### src/rtl/t2mi_source_selector.sv
// t2mi_source_selector: picks one of NUM_CH byte streams by priority and liveness.
// A switch only takes effect on a packet start, so no partial packet is ever emitted.
module t2mi_source_selector #(
    parameter int NUM_CH       = 4,
    parameter int DATA_W       = 8,
    parameter int TIMEOUT_CYC  = 1000000,
    parameter int HOLDOFF_CYC  = 1000,
    parameter int LED_DIV_BITS = 24,
    localparam int CW = ($clog2(NUM_CH) > 1) ? $clog2(NUM_CH) : 1
) (
    input  logic                     clk,
    input  logic                     rst_n,
    input  logic [NUM_CH-1:0]        in_valid,
    input  logic [NUM_CH*DATA_W-1:0] in_data,
    input  logic [NUM_CH-1:0]        in_start,
    input  logic [NUM_CH-1:0]        ch_enable,
    input  logic                     force_en,
    input  logic [CW-1:0]            force_ch,
    output logic                     out_valid,
    output logic [DATA_W-1:0]        out_data,
    output logic                     out_start,
    output logic [CW-1:0]            active_ch,
    output logic [NUM_CH-1:0]        ch_alive,
    output logic                     no_source,
    output logic                     switch_event,
    output logic                     led
);

    localparam int TW = $clog2(TIMEOUT_CYC + 1);
    localparam int HW = (HOLDOFF_CYC > 0) ? $clog2(HOLDOFF_CYC + 1) : 1;
    localparam logic [TW-1:0] TIMEOUT_V = TW'(TIMEOUT_CYC);
    localparam logic [HW-1:0] HOLD_V    = HW'(HOLDOFF_CYC);

    typedef enum logic [1:0] {
        S_IDLE        = 2'd0,
        S_RUN         = 2'd1,
        S_SWITCH_WAIT = 2'd2
    } state_t;

    state_t                  r_state;
    state_t                  w_nextState;
    logic [TW-1:0]           r_idleCnt [NUM_CH];
    logic [NUM_CH-1:0]       w_alive;
    logic                    w_forceOk;
    logic                    w_hasTarget;
    logic [CW-1:0]           w_target;
    logic [CW-1:0]           r_active;
    logic [CW-1:0]           r_cand;
    logic [CW-1:0]           w_candNext;
    logic                    r_fwdOld;
    logic                    w_fwdOldNext;
    logic                    w_doSwitch;
    logic                    w_curAlive;
    logic                    w_candStart;
    logic [HW-1:0]           r_hold;
    logic [HW-1:0]           w_holdNow;
    logic [CW-1:0]           r_holdTgt;
    logic                    w_holdArm;
    logic                    w_holdDone;
    logic [CW-1:0]           w_sel;
    logic                    w_fwdEn;
    logic                    w_selValid;
    logic                    w_selStart;
    logic [DATA_W-1:0]       w_selData;
    logic [LED_DIV_BITS-1:0] r_ledCnt;
    logic                    r_outValid;
    logic                    r_outStart;
    logic [DATA_W-1:0]       r_outData;
    logic                    r_switchEvent;

    // Per-channel watchdog: cleared by traffic, saturates at the timeout (reset means dead).
    always_ff @(posedge clk or negedge rst_n) begin
        if (!rst_n) begin
            for (int i = 0; i < NUM_CH; i++) r_idleCnt[i] <= TIMEOUT_V;
        end else begin
            for (int i = 0; i < NUM_CH; i++) begin
                if (in_valid[i])                    r_idleCnt[i] <= '0;
                else if (r_idleCnt[i] != TIMEOUT_V) r_idleCnt[i] <= r_idleCnt[i] + 1'b1;
            end
        end
    end

    // Liveness and target choice: an in-range force wins, otherwise the lowest live channel.
    always_comb begin
        w_alive     = '0;
        w_hasTarget = 1'b0;
        w_target    = '0;
        w_forceOk   = force_en && ({1'b0, force_ch} < (CW+1)'(NUM_CH));
        for (int i = 0; i < NUM_CH; i++) w_alive[i] = ch_enable[i] && (r_idleCnt[i] < TIMEOUT_V);
        if (w_forceOk) begin
            w_target    = force_ch;
            w_hasTarget = 1'b1;
        end else begin
            for (int i = NUM_CH - 1; i >= 0; i--) begin
                if (w_alive[i]) begin
                    w_target    = CW'(i);
                    w_hasTarget = 1'b1;
                end
            end
        end
    end

    assign w_curAlive  = w_alive[r_active];
    assign w_candStart = in_valid[r_cand] && in_start[r_cand];

    // Holdoff: a better channel must stay the same live target for HOLDOFF_CYC cycles in a row.
    always_comb begin
        w_holdArm = (r_state == S_RUN) && w_hasTarget && (w_target != r_active) &&
                    w_curAlive && !w_forceOk;
        if ((r_hold != '0) && (w_target == r_holdTgt))
            w_holdNow = (r_hold == HOLD_V) ? HOLD_V : r_hold + 1'b1;
        else
            w_holdNow = HW'(1);
        w_holdDone = w_holdArm && (w_holdNow >= HOLD_V);
    end

    // State register.
    always_ff @(posedge clk or negedge rst_n) begin
        if (!rst_n) r_state <= S_IDLE;
        else        r_state <= w_nextState;
    end

    // Next-state logic: decide when to arm a switch and when the candidate's packet start lands.
    always_comb begin
        w_nextState  = r_state;
        w_candNext   = r_cand;
        w_fwdOldNext = r_fwdOld;
        w_doSwitch   = 1'b0;
        case (r_state)
            S_IDLE: begin
                if (w_hasTarget) begin
                    w_nextState  = S_SWITCH_WAIT;
                    w_candNext   = w_target;
                    w_fwdOldNext = 1'b0;
                end
            end
            S_RUN: begin
                if (!w_hasTarget) begin
                    if (!w_curAlive) w_nextState = S_IDLE;
                end else if (w_target != r_active) begin
                    if (!w_curAlive || w_forceOk || w_holdDone) begin
                        w_nextState  = S_SWITCH_WAIT;
                        w_candNext   = w_target;
                        w_fwdOldNext = 1'b1;
                    end
                end
            end
            S_SWITCH_WAIT: begin
                if (w_hasTarget && (w_target == r_cand)) begin
                    if (w_candStart) begin
                        w_doSwitch  = 1'b1;
                        w_nextState = S_RUN;
                    end
                end else if (w_hasTarget && r_fwdOld && w_curAlive && (w_target == r_active)) begin
                    w_nextState = S_RUN;
                end else if (w_hasTarget) begin
                    w_candNext = w_target;
                end else if (r_fwdOld && w_curAlive) begin
                    w_nextState = S_RUN;
                end else begin
                    w_nextState = S_IDLE;
                end
            end
            default: w_nextState = S_IDLE;
        endcase
    end

    // Output decode: which channel feeds the output register, and the LED pattern.
    always_comb begin
        w_sel   = r_active;
        w_fwdEn = 1'b0;
        led     = r_ledCnt[LED_DIV_BITS-1];
        case (r_state)
            S_RUN: begin
                w_fwdEn = 1'b1;
                if (r_active == '0) led = 1'b1;
            end
            S_SWITCH_WAIT: begin
                if (w_doSwitch) begin
                    w_sel   = r_cand;
                    w_fwdEn = 1'b1;
                end else begin
                    w_fwdEn = r_fwdOld && w_curAlive;
                end
            end
            default: led = r_ledCnt[LED_DIV_BITS-3];
        endcase
    end

    // Input mux for the selected channel.
    always_comb begin
        w_selValid = 1'b0;
        w_selStart = 1'b0;
        w_selData  = '0;
        for (int i = 0; i < NUM_CH; i++) begin
            if (w_sel == CW'(i)) begin
                w_selValid = in_valid[i];
                w_selStart = in_start[i] && in_valid[i];
                w_selData  = in_data[i*DATA_W +: DATA_W];
            end
        end
    end

    // Datapath registers: active/candidate tracking, holdoff counter and registered outputs.
    always_ff @(posedge clk or negedge rst_n) begin
        if (!rst_n) begin
            r_active      <= '0;
            r_cand        <= '0;
            r_fwdOld      <= 1'b0;
            r_hold        <= '0;
            r_holdTgt     <= '0;
            r_outValid    <= 1'b0;
            r_outStart    <= 1'b0;
            r_outData     <= '0;
            r_switchEvent <= 1'b0;
        end else begin
            r_cand        <= w_candNext;
            r_fwdOld      <= w_fwdOldNext;
            r_hold        <= w_holdArm ? w_holdNow : '0;
            r_holdTgt     <= w_target;
            r_switchEvent <= w_doSwitch && (r_cand != r_active);
            if (w_doSwitch) r_active <= r_cand;
            r_outValid    <= w_selValid && w_fwdEn;
            r_outStart    <= w_selStart && w_fwdEn;
            if (w_selValid && w_fwdEn) r_outData <= w_selData;
        end
    end

    // Free-running blink counter.
    always_ff @(posedge clk or negedge rst_n) begin
        if (!rst_n) r_ledCnt <= '0;
        else        r_ledCnt <= r_ledCnt + 1'b1;
    end

    assign out_valid    = r_outValid;
    assign out_start    = r_outStart;
    assign out_data     = r_outData;
    assign active_ch    = r_active;
    assign ch_alive     = w_alive;
    assign no_source    = (r_state == S_IDLE);
    assign switch_event = r_switchEvent;

endmodule

### config.mk
export PLATFORM = sky130hd
export DESIGN_NAME = t2mi_source_selector
export DESIGN_NICKNAME = d
export VERILOG_FILES = /design/src/rtl/t2mi_source_selector.sv
export SDC_FILE = /design/constraint.sdc
export NUM_CORES = 1
export LEC_CHECK = 0
export ABC_AREA = 1
export CAP_MARGIN = 20
export CELL_PAD_IN_SITES_DETAIL_PLACEMENT = 0
export CELL_PAD_IN_SITES_GLOBAL_PLACEMENT = 1
export CORE_MARGIN = 8
export CORE_UTILIZATION = 44
export CTS_CLUSTER_DIAMETER = 30
export DETAILED_ROUTE_END_ITERATION = 7
export GPL_ROUTABILITY_DRIVEN = 0
export PLACE_DENSITY = 0.9
export SYNTH_ARGS = -nofsm -noshare
export SYNTH_HDL_FRONTEND = slang
export SYNTH_SLANG_ARGS = --single-unit
### constraint.sdc
create_clock -name clk -period 3.4 [get_ports clk]
set_input_delay 0.34 -clock clk [delete_from_list [all_inputs] [get_ports clk]]
set_output_delay 0.34 -clock clk [all_outputs]
set_load 0.1 [all_outputs]
# Yosys cells after proc, flatten, opt, wreduce, memory -nomap -nowiden
# Cells that the tools add are included.
[totals]
reg_bits = 134
input_bits = 49
word_cells = 165
[op_classes]
n_addsub = 6
order_cmp = 7
eq_ne = 26
mux = 71
reduce_logical = 40
[op_table]
columns = ["operator", "n"]
rows = [
  ["$mux W20", 8],
  ["$add A20 B1 Y20 const B", 4],
  ["$lt A20 B20 Y1 const B", 4],
  ["$ne A20 B20 Y1 const B", 4],
  ["$mux W2", 22],
  ["$mux W8", 4],
  ["$mux W10", 3],
  ["$mux W1", 26],
  ["$add A24 B1 Y24 const B", 1],
  ["$logic_and A1 B1 Y1", 23],
  ["$pmux W2 S3", 2],
  ["$reduce_and A6 Y1", 2],
  ["$add A10 B1 Y10 const B", 1],
  ["$eq A10 B10 Y1 const B", 1],
  ["$ge A10 B10 Y1 const B", 1],
  ["$reduce_bool A10 Y1", 1],
  ["$reduce_bool A2 Y1", 5],
  ["$bmux W1 S2", 3],
  ["$eq A2 B2 Y1", 3],
  ["$eq A2 B2 Y1 const B", 3],
  ["$logic_not A2 Y1", 3],
  ["$lt A2 B3 Y1 const B", 2],
  ["$ne A2 B1 Y1 const B", 3],
  ["$ne A2 B2 Y1 const B", 3],
  ["other kinds (10)", 18],
]

# Longest topological paths before layout
[depth]
word_depth = 19
depth_mapped = 23
ltp_nobuf = 22

# Worst setup path after synthesis
# No wires, ideal clock.
[synth_path]
kind = "flip-flop to output port"
from = "register r_state[0]"
to = "output led"
t_arrival_ps = 2869
t_required_ps = 3060
path_slack_ps = 191
path_stages_with_launch = 4
path_cell_list = "dfrtp_1 -> inv_1 -> ha_1 -> o21ai_0"
[synth_between]
elab_chain_cells = 2
[synth_rtl]
columns = ["element", "line", "rtl"]
rows = [
  ["start: declaration", "40", "state_t r_state;"],
  ["start signal: assignment", "120", "else r_state <= w_nextState;"],
  ["$eq A2 B2 Y1 / $eq A2 B1 Y1 (equally long branches)", "173", "case (r_state)"],
  ["$pmux W1 S2 *", "173", ""],
  ["end: declaration", "26", "output logic led"],
]
# Mark *: on every way between the ends. The rest lies on a longest branch, timed or not.

# Worst setup path after layout
[layout_path]
from = "register r_idleCnt[74] (netlist name)"
to = "register r_outData[5] (netlist: out_data[5])"
[layout_between]
elab_chain_cells = 16
[layout_rtl]
columns = ["element", "line", "rtl"]
rows = [
  ["start: declaration", "42", "logic [TW-1:0] r_idleCnt [NUM_CH];"],
  ["start signal: indexed assignment", "77", "if (in_valid[i]) r_idleCnt[i] <= '0;"],
  ["$lt A20 B20 Y1 *", "89", "for (int i = 0; i < NUM_CH; i++) w_alive[i] = ch_enable[i] && (r_idleCnt[i] < TIMEOUT_V);"],
  ["$logic_and A1 B1 Y1 *", "89", ""],
  ["$mux W2", "95", "if (w_alive[i]) begin"],
  ["$mux W2", "90", "if (w_forceOk) begin"],
  ["$eq A2 B2 Y1", "149", "if (w_hasTarget && (w_target == r_cand)) begin"],
  ["$logic_and A1 B1 Y1", "149", ""],
  ["$mux W1", "149", ""],
  ["$mux W1", "129", "case (r_state)"],
  ["$mux W2", "-", ""],
  ["$mux W2", "173", ""],
  ["$logic_not A2 Y1", "196", "if (w_sel == CW'(i)) begin"],
  ["$mux W1 (4 in series)", "196", ""],
  ["$logic_and A1 B1 Y1", "225", "if (w_selValid && w_fwdEn) r_outData <= w_selData;"],
  ["end signal: assignment", "225", ""],
  ["end: declaration", "68", "logic [DATA_W-1:0] r_outData;"],
]
# Mark *: on every way between the ends. The rest lies on a longest branch, timed or not. The select of a mux whose other input is x is not followed.
# A chain may end at the register's enable or synchronous reset.

==> impl_results.md <==
- Nets@finish: 1150
- Outcome: complete, no violations
- Final Cycle Share: 86.0%
- Cell taking the most area after synthesis: dfrtp_1
- Drt wl/cell: 13.9 um
- Part of the power in combinational logic: 33.4%
- Diodes inserted: 0
- Die Wd: 150 um
- Syn Inst Count: 1003
- Synth Register Bits: 134
- Core area: 0.0178 sq mm
- Setup violators final: 0
- Post-route ant nets: 0
- CP bufs+invs: 2
- Net Sw Frac: 38.2%
- Finished Core Util: 52.8%
- Clock share of power: 33.0%
- Initial Utilization: 44.4%
- Largest net degree at the start of global routing: 114
- VDD IR max: 0.000435 V
- Post-layout power: 5.37 mW
- Buffers added on ports: 67
- CP Capture Type: flip-flop
- Crit-path max FO: 9
- Synth top area share: 33.6%
- Synth Area in XOR/XNOR: 3.88%
- CP dominant cell by count: nand2_1
- Final min period: 2.93 ns
- Post-Route Skew: 0.0165 ns
- TritonRoute pass-1 iters: 5
- Leak pwr: 4.17 nW
- CTS buffer count: 17
- Arr. time, crit path: 3.27 ns
- Sequential fraction of the synthesis area: 42.9%
- Yosys cell types: 45
- Drc violations: 0
- Most used DFF post-synth: dfrtp_1
- Cell row count: 49
- H-tree levels: 4
- Avg Inst Size Synth: 7.88 sq um
- Overall Global Routing Usage: 17.1%
- TritonCTS Sinks: 134
- Initial antenna violation count: 0
- Area fraction in compound gates after synthesis: 9.09%
- Final Max Slew Viols: 0
- Die Ht: 150 um
- Layout cells sized above 1: 13.1%
- Largest family of logic cells by synthesized area: simple AND/OR/NAND/NOR gates
- Ys async rst share: 100%
- Simple logic cell fraction of the synthesized area: 32.5%
- Worst-case clock buffer depth: 2
- Commonest non-fill, non-tap cell in the layout: nand2_1
- Clock transition at path regs: 0.06 ns
- I/O pin count: 68
- Number of synthesized flops with an enable pin: 0
- Reg power frac: 33.7%
- Area delta synth->final: 18.8%
- RSZ-0062 raised after global routing: no
- First-pass GRT wire length: 31.1 mm
- Fill count: 1701
- Worst stage delay on the critical path: 0.53 ns
- Maxcap violations: 0
- Setup CP Type: reg2reg
- Crit-path cells: inv_2, nor2_1, nand2_2, nor2_4, nand2_1, nand3_2, nand2_4, nor3_4, nor2_2, nand4_2, nand2_1, nand2_1, buf_4, nand3_1, nand3_2, nand2_4, nand2_4, nand2_1, nand2_1
- Mux cell area share after synthesis: 0%
- Setup_tns: 0 ns
- Critical Path Slowest Stage Cell: dfstp_2
- Worst hold slack: 0.421 ns
- Die area: 0.0225 sq mm
- CTS tree: done
- Most frequent cells in the layout: nand2_1, inv_1, dfrtp_1
- Power Density: 573 mW/mm^2
- Yosys warning count: 0
- Root buf cell: clkbuf_16
- GRT Residual Overflow: 0
- Largest cells by area after synthesis: dfrtp_1, dfstp_2, nand2_1
- Vias in the first global route: 6460
- Post-Synth Adder-Cell Area: 2.38%
- Delay-heaviest family, CP: simple AND/OR/NAND/NOR gates
- Vias/cell: 5.08
- Actual slew at the worst max-slew pin: 1.02 ns
- Post-CTS setup buffers: 0
- Max Clock Freq: 342 MHz
- Drt total wl: 18.4 mm
- HPWL Detailed: 13.9 mm
- Starting DRT DRC Count: 373
- Hold WC Path Type: in2async
- Worst Path Required: 3.75 ns
- Post-synth net total: 1067
- Skew-Pair Late Insertion Delay: 0.42 ns
- Relative slew slack: 31.9%
- Synth Cell Area: 0.00790 sq mm
- Internal Dissipation: 3.32 mW
- Startpoint types: flip-flop
- Hold Vio Cnt, Final: 0
- Via count: 6740
- Switching power: 2.05 mW
## cell usage after synthesis, types with 2 or more instances
master,instances
a211oi_1,9
a21oi_1,53
a31oi_1,9
buf_12,2
buf_8,2
clkbuf_1,8
dfrtp_1,106
dfstp_2,28
ha_1,15
inv_1,146
inv_2,10
nand2_1,177
nand2_2,14
nand2_4,10
nand3_1,78
nand3_2,18
nand3b_1,3
nand4_1,31
nand4_2,2
nor2_1,98
nor2_2,4
nor2_4,7
nor3_1,42
nor3_2,2
nor3b_1,4
nor4_1,17
o211ai_1,2
o21ai_0,51
o21ai_1,3
o221a_2,2
or2_2,3
xnor2_1,11
xor2_1,24
## registers in the layout, summed over array words and instances (netlist names)
signal and count:
r_state 2, out_valid 1, out_data 8, r_fwdOld 1, active_ch 2, r_ledCnt 24, r_cand 2, out_start 1
r_holdTgt 2, switch_event 1, r_idleCnt 80, r_hold 10
## timing repair
| action | in CTS | in global routing |
|---|---|---|
| hold buffers | 0 | 1 |
| endpoints found under the hold margin | 0 | 32 |
| gates resized for setup | 0 | 0 |
| setup endpoints to repair | 0 | 0 |
## power by group through the flow
| stage | combinational, mW | sequential (mW) | clock, mW |
|---|---|---|---|
| 6_report | 1.79 | 1.81 | 1.77 |
| 5_1_grt | 1.94 | 1.82 | 1.88 |
| 4_1_cts | 1.80 | 1.81 | 1.80 |
| 3_5_place_dp | 1.79 | 1.83 | 0 |
| 3_3_place_gp | 1.78 | 1.83 | 0 |
| 2_1_floorplan | 1.04 | 2.18 | 0 |
## area by class of cell
cell class              instances  area, sq um  share of cell area, %
clock inverters                 5         75.1                  0.800
well taps                     229          287                   3.05
inverters                     158          598                   6.37
flip-flops and latches        134         3390                   36.1
multi-input cells             696         3780                   40.3
clock buffers                  27          483                   5.15
repair buffers                 79          769                   8.20
## through the flow
stage | setup slack (ns) | cells | area [sq um]
2_1_floorplan | 0.191 | 1003 | 7900
3_3_place_gp | 0.538 | 1294 | 8790
3_5_place_dp | 0.485 | 1294 | 8790
4_1_cts | 0.470 | 1326 | 9350
5_1_grt | 0.172 | 1328 | 9380
6_report | 0.475 | 1328 | 9380
## path summary, 6_finish.rpt
path | startpoint | endpoint | slack [ns] | depth (start not counted)
setup / recovery | r_idleCnt[74] | out_data[5] | 0.47 | 19
hold / removal | rst_n | r_idleCnt[48] | 0.42 | 2
setup reg to reg | r_idleCnt[74] | out_data[5] | 0.47 | 19
hold reg to reg | r_ledCnt[0] | r_ledCnt[0] | 0.45 | 1
max in group asynchronous | rst_n | r_idleCnt[69] | 2.26 | 3
min in group clk | r_ledCnt[0] | r_ledCnt[0] | 0.45 | 1
## per-layer routing
layer	track usage, %	up-vias	routed length (um)
met2	28.1	105	8920
li1	-	3481	-
met5	0	-	0
met3	3.96	14	702
met1	22.3	3140	8610
met4	4.40	0	167
## cells by family (layout without fill, tap and decap cells)
group	count (synthesis)	in the layout
compound gates	132	132
xor+xnor	35	35
fa+ha+maj	15	15
buf+inv	173	269
flops	134	134
simple gates	514	514
No activity file was read; power rests on OpenSTA's default activity.
